`src/rtl/adder_arb_pkg.sv`:
```
// -----------------------------------------------------------------------------
// adder_arb_pkg
// Shared definitions for the round-robin adder arbiter.
//   arb_state_t : result-holding FSM states (S_IDLE, S_HOLD)
//   DEF_N       : default operand/sum width
//   DEF_NUM_REQ : default number of requesters
// -----------------------------------------------------------------------------
package adder_arb_pkg;

    typedef enum logic {
        S_IDLE = 1'b0,  // no result held
        S_HOLD = 1'b1   // result held, rsp_valid asserted
    } arb_state_t;

    localparam int DEF_N       = 32;
    localparam int DEF_NUM_REQ = 4;

endpackage

```
`src/rtl/adder_n.sv`:
```
// -----------------------------------------------------------------------------
// adder_n
// N-bit adder with carry-in, unsigned carry-out and signed overflow flag.
//   i_a, i_b : operands
//   i_c_in   : carry-in
//   o_sum    : (i_a + i_b + i_c_in) mod 2^N
//   o_c_out  : unsigned carry out of bit N-1
//   o_ovf    : signed overflow (operand signs equal, sum sign differs)
// -----------------------------------------------------------------------------
module adder_n #(
    parameter int N = 32
) (
    input  logic [N-1:0] i_a,
    input  logic [N-1:0] i_b,
    input  logic         i_c_in,
    output logic [N-1:0] o_sum,
    output logic         o_c_out,
    output logic         o_ovf
);

    logic [N:0] w_full;

    assign w_full  = {1'b0, i_a} + {1'b0, i_b} + {{N{1'b0}}, i_c_in};
    assign o_sum   = w_full[N-1:0];
    assign o_c_out = w_full[N];
    assign o_ovf   = (i_a[N-1] == i_b[N-1]) && (w_full[N-1] != i_a[N-1]);

endmodule

```
`src/rtl/rr_pick.sv`:
```
// -----------------------------------------------------------------------------
// rr_pick
// Combinational round-robin selector. Finds the first set bit of i_req,
// searching i_rr_ptr, i_rr_ptr+1, ... modulo NUM_REQ.
//   i_req    : request vector
//   i_rr_ptr : index with highest priority
//   o_any    : at least one request present
//   o_grant  : index of the selected request (0 when o_any=0)
// -----------------------------------------------------------------------------
module rr_pick
    import adder_arb_pkg::*;
#(
    parameter int NUM_REQ = DEF_NUM_REQ,
    parameter int ID_W    = $clog2(NUM_REQ)
) (
    input  logic [NUM_REQ-1:0] i_req,
    input  logic [ID_W-1:0]    i_rr_ptr,
    output logic               o_any,
    output logic [ID_W-1:0]    o_grant
);

    logic [ID_W-1:0] w_idx;

    // Scan from the farthest offset down to offset 0 so the closest hit to
    // the pointer is the last assignment and therefore wins.
    always_comb begin
        o_any   = 1'b0;
        o_grant = '0;
        w_idx   = '0;
        for (int off = NUM_REQ - 1; off >= 0; off--) begin
            w_idx = ID_W'((int'(i_rr_ptr) + off) % NUM_REQ);
            if (i_req[w_idx]) begin
                o_any   = 1'b1;
                o_grant = w_idx;
            end
        end
    end

endmodule

```
`src/rtl/adder_rr_arbiter.sv`:
```
// -----------------------------------------------------------------------------
// adder_rr_arbiter
// Time-shares one adder_n between NUM_REQ requesters with round-robin
// priority. The result for an accepted request is registered and presented
// one cycle later, tagged with the requester index.
//   clk, rst   : clock (rising edge), asynchronous active-low reset
//   req_valid  : per-requester operand valid
//   req_ready  : per-requester accept, one-hot or zero
//   req_a/b    : packed operands, requester i at [i*N +: N]
//   req_c_in   : per-requester carry-in
//   rsp_valid  : result valid (state S_HOLD)
//   rsp_ready  : consumer accepts result
//   rsp_sum, rsp_c_out, rsp_ovf, rsp_id : registered result and its source
//   dbg_state  : current FSM state (arb_state_t encoding)
//
// Handshake: a transfer happens on a rising edge where valid and ready are
// both 1. req_ready never depends on the requester's own operand data, and
// rsp_* is held stable while rsp_valid=1 and rsp_ready=0.
// -----------------------------------------------------------------------------
module adder_rr_arbiter
    import adder_arb_pkg::*;
#(
    parameter int N       = DEF_N,
    parameter int NUM_REQ = DEF_NUM_REQ,
    parameter int ID_W    = $clog2(NUM_REQ)
) (
    input  logic                 clk,
    input  logic                 rst,
    input  logic [NUM_REQ-1:0]   req_valid,
    output logic [NUM_REQ-1:0]   req_ready,
    input  logic [NUM_REQ*N-1:0] req_a,
    input  logic [NUM_REQ*N-1:0] req_b,
    input  logic [NUM_REQ-1:0]   req_c_in,
    output logic                 rsp_valid,
    input  logic                 rsp_ready,
    output logic [N-1:0]         rsp_sum,
    output logic                 rsp_c_out,
    output logic                 rsp_ovf,
    output logic [ID_W-1:0]      rsp_id,
    output logic                 dbg_state
);

    arb_state_t      r_state;
    logic [ID_W-1:0] r_rr_ptr;
    logic [N-1:0]    r_op_a;
    logic [N-1:0]    r_op_b;
    logic            r_op_c;
    logic [ID_W-1:0] r_op_id;

    logic            w_any;
    logic [ID_W-1:0] w_grant;
    logic            w_can_accept;
    logic            w_accept;
    logic [N-1:0]    w_mux_a;
    logic [N-1:0]    w_mux_b;
    logic            w_mux_c;
    logic [N-1:0]    w_add_a;
    logic [N-1:0]    w_add_b;
    logic            w_add_c;
    logic [N-1:0]    w_sum;
    logic            w_c_out;
    logic            w_ovf;

    rr_pick #(
        .NUM_REQ (NUM_REQ),
        .ID_W    (ID_W)
    ) u_pick (
        .i_req    (req_valid),
        .i_rr_ptr (r_rr_ptr),
        .o_any    (w_any),
        .o_grant  (w_grant)
    );

    // A held result that is being consumed this cycle frees the slot, which
    // is what allows one result per cycle back-to-back.
    assign w_can_accept = (r_state == S_IDLE) || rsp_ready;
    assign w_accept     = w_any && w_can_accept;

    always_comb begin
        req_ready = '0;
        w_mux_a   = '0;
        w_mux_b   = '0;
        w_mux_c   = 1'b0;
        for (int i = 0; i < NUM_REQ; i++) begin
            if (w_grant == ID_W'(i)) begin
                req_ready[i] = w_accept;
                w_mux_a      = req_a[i*N +: N];
                w_mux_b      = req_b[i*N +: N];
                w_mux_c      = req_c_in[i];
            end
        end
    end

    // The adder sees the request mux directly on an accepting cycle so the
    // result can be registered at the same edge as the operands.
    assign w_add_a = w_accept ? w_mux_a : r_op_a;
    assign w_add_b = w_accept ? w_mux_b : r_op_b;
    assign w_add_c = w_accept ? w_mux_c : r_op_c;

    adder_n #(
        .N (N)
    ) u_adder (
        .i_a     (w_add_a),
        .i_b     (w_add_b),
        .i_c_in  (w_add_c),
        .o_sum   (w_sum),
        .o_c_out (w_c_out),
        .o_ovf   (w_ovf)
    );

    always_ff @(posedge clk or negedge rst) begin
        if (!rst) begin
            r_state   <= S_IDLE;
            r_rr_ptr  <= '0;
            r_op_a    <= '0;
            r_op_b    <= '0;
            r_op_c    <= 1'b0;
            r_op_id   <= '0;
            rsp_sum   <= '0;
            rsp_c_out <= 1'b0;
            rsp_ovf   <= 1'b0;
            rsp_id    <= '0;
        end else if (w_accept) begin
            r_state   <= S_HOLD;
            r_rr_ptr  <= (w_grant == ID_W'(NUM_REQ - 1)) ? '0 : w_grant + 1'b1;
            r_op_a    <= w_mux_a;
            r_op_b    <= w_mux_b;
            r_op_c    <= w_mux_c;
            r_op_id   <= w_grant;
            rsp_sum   <= w_sum;
            rsp_c_out <= w_c_out;
            rsp_ovf   <= w_ovf;
            rsp_id    <= w_grant;
        end else if (r_state == S_HOLD && rsp_ready) begin
            // Consumed with nothing new: data is retained, only valid drops.
            r_state <= S_IDLE;
        end
    end

    assign rsp_valid = (r_state == S_HOLD);
    assign dbg_state = r_state;

endmodule

```
`config.mk`:
```
export PLATFORM = sky130hd
export DESIGN_NAME = adder_rr_arbiter
export DESIGN_NICKNAME = d
export VERILOG_FILES = /design/src/rtl/adder_arb_pkg.sv /design/src/rtl/adder_n.sv /design/src/rtl/rr_pick.sv /design/src/rtl/adder_rr_arbiter.sv
export SDC_FILE = /design/constraint.sdc
export NUM_CORES = 1
export LEC_CHECK = 0
export CAP_MARGIN = 10
export CORE_UTILIZATION = 30
export CTS_BUF_LIST = sky130_fd_sc_hd__clkbuf_4
export CTS_CLUSTER_SIZE = 24
export DETAILED_ROUTE_END_ITERATION = 8
export HOLD_SLACK_MARGIN = 0.08
export PLACE_DENSITY = 0.68
export SYNTH_ARGS = -nofsm -noshare
export SYNTH_HDL_FRONTEND = slang
export SYNTH_HIERARCHICAL = 1
export SYNTH_SLANG_ARGS = --single-unit
```
`constraint.sdc`:
```
create_clock -name clk -period 11.45 [get_ports clk]
set_clock_uncertainty 0.05 [all_clocks]
set_input_delay 2.8625 -clock clk [delete_from_list [all_inputs] [get_ports clk]]
set_output_delay 2.8625 -clock clk [all_outputs]
set_load 0.02 [all_outputs]
```
==> reports/results.tsv <==
metric	value	unit
start_kind	input pin	
synth-xor-area-share	2.95	%
num_vias	8170	
timing.max_cap.violations	0	
grtUsageTotal	19.3	%
critPathMaxStageDelay	0.82	ns
syn_to_final_growth	40.3	%
cts_tree	built	
cts_resized	0	
synth_ff_type	dfrtp_1	
slew_viol_final	0	
layout_min_cycle_time	8.66	ns
postLayoutCellArea	0.0117	mm^2
tns	0	ns
rows	60	
status	completed	
ys_types	56	
worstPathMaxFanout	79	
drive_above_1_share	10.4	%
start_util	30.7	%
grt_max_degree	87	
critPathRequiredTime	8.54	ns
syn-cell-area	0.00831	mm^2
grt_pass1_vias	8069	
io_pins	309	
syn_nets	1247	
postCtsSetupRepairBufs	0	
ant_nets	0	
cts.sinks	104	
ctsLongestPathBuffers	2	
drt_pass1_iterations	4	
synthSimpleGateAreaFrac	14.3	%
clk_pin_slew	0.15	ns
grt_overflow	0	
via_per_inst	5.22	
stdcell_count	1564	
synthMuxAreaShare	5.27	%
drt_iter0_markers	442	
ctsHtreeMaxLevel	3	
cp_slowest_cell	ha_4	
hold_buffers	0	
synth-edff-count	0	
wl_per_cell	17.9	um
path_common_cell	clkdlybuf4s50_1	
gp_congestion	0.873	
slew_headroom	39.5	%
synthCells	943	
leakage	0.00449	uW
die_h	168	um
path_class	input pin to output port	
dp_cells	1543	
power_density	266	mW/mm^2
port_buffers	308	
synth-async-reset-ratio	100	%
clk-insertion-delay-late	0.49	ns
post-route-drc-count	0	
die_area	0.0284	mm^2
synth_adder_area_share	5.75	%
max_freq	115	MHz
finalHoldViolCount	0	
irDropWorstVdd	0.0000823	V
seq_area_frac_synth	31.3	%
die_w	168	um
rsz0062_at_grt	no	
nFillCells	2671	
syn-mean-instance-area	8.82	um^2
cp_cell_sequence	clkdlybuf4s50_1 -> mux2i_1 -> a211oi_2 -> ha_4 -> and3_1 -> clkdlybuf4s50_1	
synth_top_family_by_area	compound AO/OA/AOI/OAI gates	
grt_pass1_wl	43400	um
cts_buffers	9	
hp-class	flip-flop to flip-flop	
place_hpwl	21200	um
synth_seq_cells	104	
dpl_cell_area	0.0115	mm^2
clockRootBuffer	clkbuf_4	
antenna_found_initial	4	
crit_path_end_kind	output port	
setup_viol	0	
synth_compound_area_share	32.2	%
post-route-period-util	75.7	%
arrival	5.75	ns
worst_pin_slew	0.908	ns
synth_warnings	6	
nNetsFinal	1486	
wirelength	28000	um
core	0.0271	mm^2
-- cells in the final DEF, fill, tap and decap left out, types with 4 or more instances in the layout --
cell,count
a21o_1,16
inv_1,70
nand4_1,5
o21ai_0,16
nor2b_1,5
xor2_1,11
o211ai_1,4
clkbuf_4,11
ha_1,31
o21a_1,6
a211oi_1,4
a31oi_2,50
nand2b_1,4
nor3_1,4
dfrtp_1,104
a21oi_1,158
nor2_1,20
and3_1,6
nand3_1,6
clkdlybuf4s50_1,307
nand3b_1,65
buf_4,7
a31oi_1,16
mux2_2,38
a221o_1,66
xnor2_1,17
nand2_1,90
diode_2,5
-- routing by layer --
metal  global-route usage, %  wire [um]  part of all wire (%)
met1                    24.4      12300                    44
met2                    33.0      13600                    48
met3                    4.16       1580                   5.6
met4                    5.69        572                   2.0
met5                       0          0                     0
-- kinds of logic (layout without fill, tap and decap cells) --
logic type,Yosys count,count (layout)
AO/OA/AOI/OAI,358,358
XOR/XNOR,28,28
adder cells (fa/ha/maj),37,37
buffers and inverters,156,400
flip-flops,104,104
multiplexers,39,39
other,0,5
AND/OR/NAND/NOR,221,221
-- synthesized netlist by cell type (6+ instances only) --
cell	count	area, um^2
nor2_1	20	75.1
buf_6	8	90.1
a21o_1	16	120
dfrtp_1	104	2600
a31oi_2	50	626
a221o_1	66	661
and3_1	6	37.5
ha_1	35	438
inv_1	70	263
a31oi_1	16	100
nand3b_1	65	488
mux2_2	38	428
o21a_1	6	45.0
nand3_1	6	30.0
xor2_1	11	96.3
clkbuf_1	52	195
buf_2	21	105
nand2_1	91	342
o21ai_0	16	80.1
xnor2_1	17	149
a21oi_1	158	791
-- power by group --
part | switching, uW | leakage [uW] | internal (uW)
Clock | 131 | 0.0000626 | 49.6
Sequential | 72.2 | 0.00120 | 552
Combinational | 1250 | 0.00322 | 1050
Total | 1450 | 0.00449 | 1650
-- flip-flops by register name, indices dropped and copies added (netlist names) --
name and flops:
r_op_a 32, r_op_c 1, r_op_b 32, rsp_c_out 1, rsp_ovf 1, r_rr_ptr 2
rsp_id 2, dbg_state 1, rsp_sum 32
-- metrics by stage --
step	worst slack, ns	hold slack (ns)	power [uW]	util, %
after floorplan	4.16	0.479	2270	-
after global placement	2.85	0.440	2880	42.6
after detailed placement	2.69	0.446	2920	42.6
after CTS	2.81	0.481	3110	43.0
after global routing	2.63	0.492	3360	43.0
final	2.79	0.478	3100	43.0
-- worst max-delay path, delay by kind of cell --
kind	cells	cell delay [ns]
buffers and inverters	2	1.12
AOI/OAI and AO/OA	1	0.55
muxes	1	0.10
and+or+nand+nor	1	0.27
adders and majority gates	1	0.82
-- final timing paths --
check	startpoint	endpoint	slack (ns)	cells after the start
worst min register to register	rsp_sum[17]$_DFFE_PN0P_	rsp_sum[17]$_DFFE_PN0P_	0.48	1
max in group asynchronous	rst	rsp_sum[16]$_DFFE_PN0P_	7.80	2
min in group asynchronous	rst	dbg_state$_DFFE_PN0P_	2.28	1
worst max-delay path	req_valid[3]	req_ready[3]	2.79	6
worst min-delay path	rsp_sum[17]$_DFFE_PN0P_	rsp_sum[17]$_DFFE_PN0P_	0.48	1
worst max register to register	r_rr_ptr[1]$_DFFE_PN0P_	rsp_sum[20]$_DFFE_PN0P_	5.57	17
-- layout make-up --
type	count	area, um^2	share of cell area, %
antenna	5	12.5	0.107
clock buffer	11	82.6	0.708
clock inverter	5	32.5	0.279
inverter	70	263	2.25
multi-input combinational	683	5080	43.6
sequential	104	2600	22.3
tap	372	465	3.99
timing repair buffer	314	3130	26.8
Note: power is estimated with default switching activity, not from simulation.
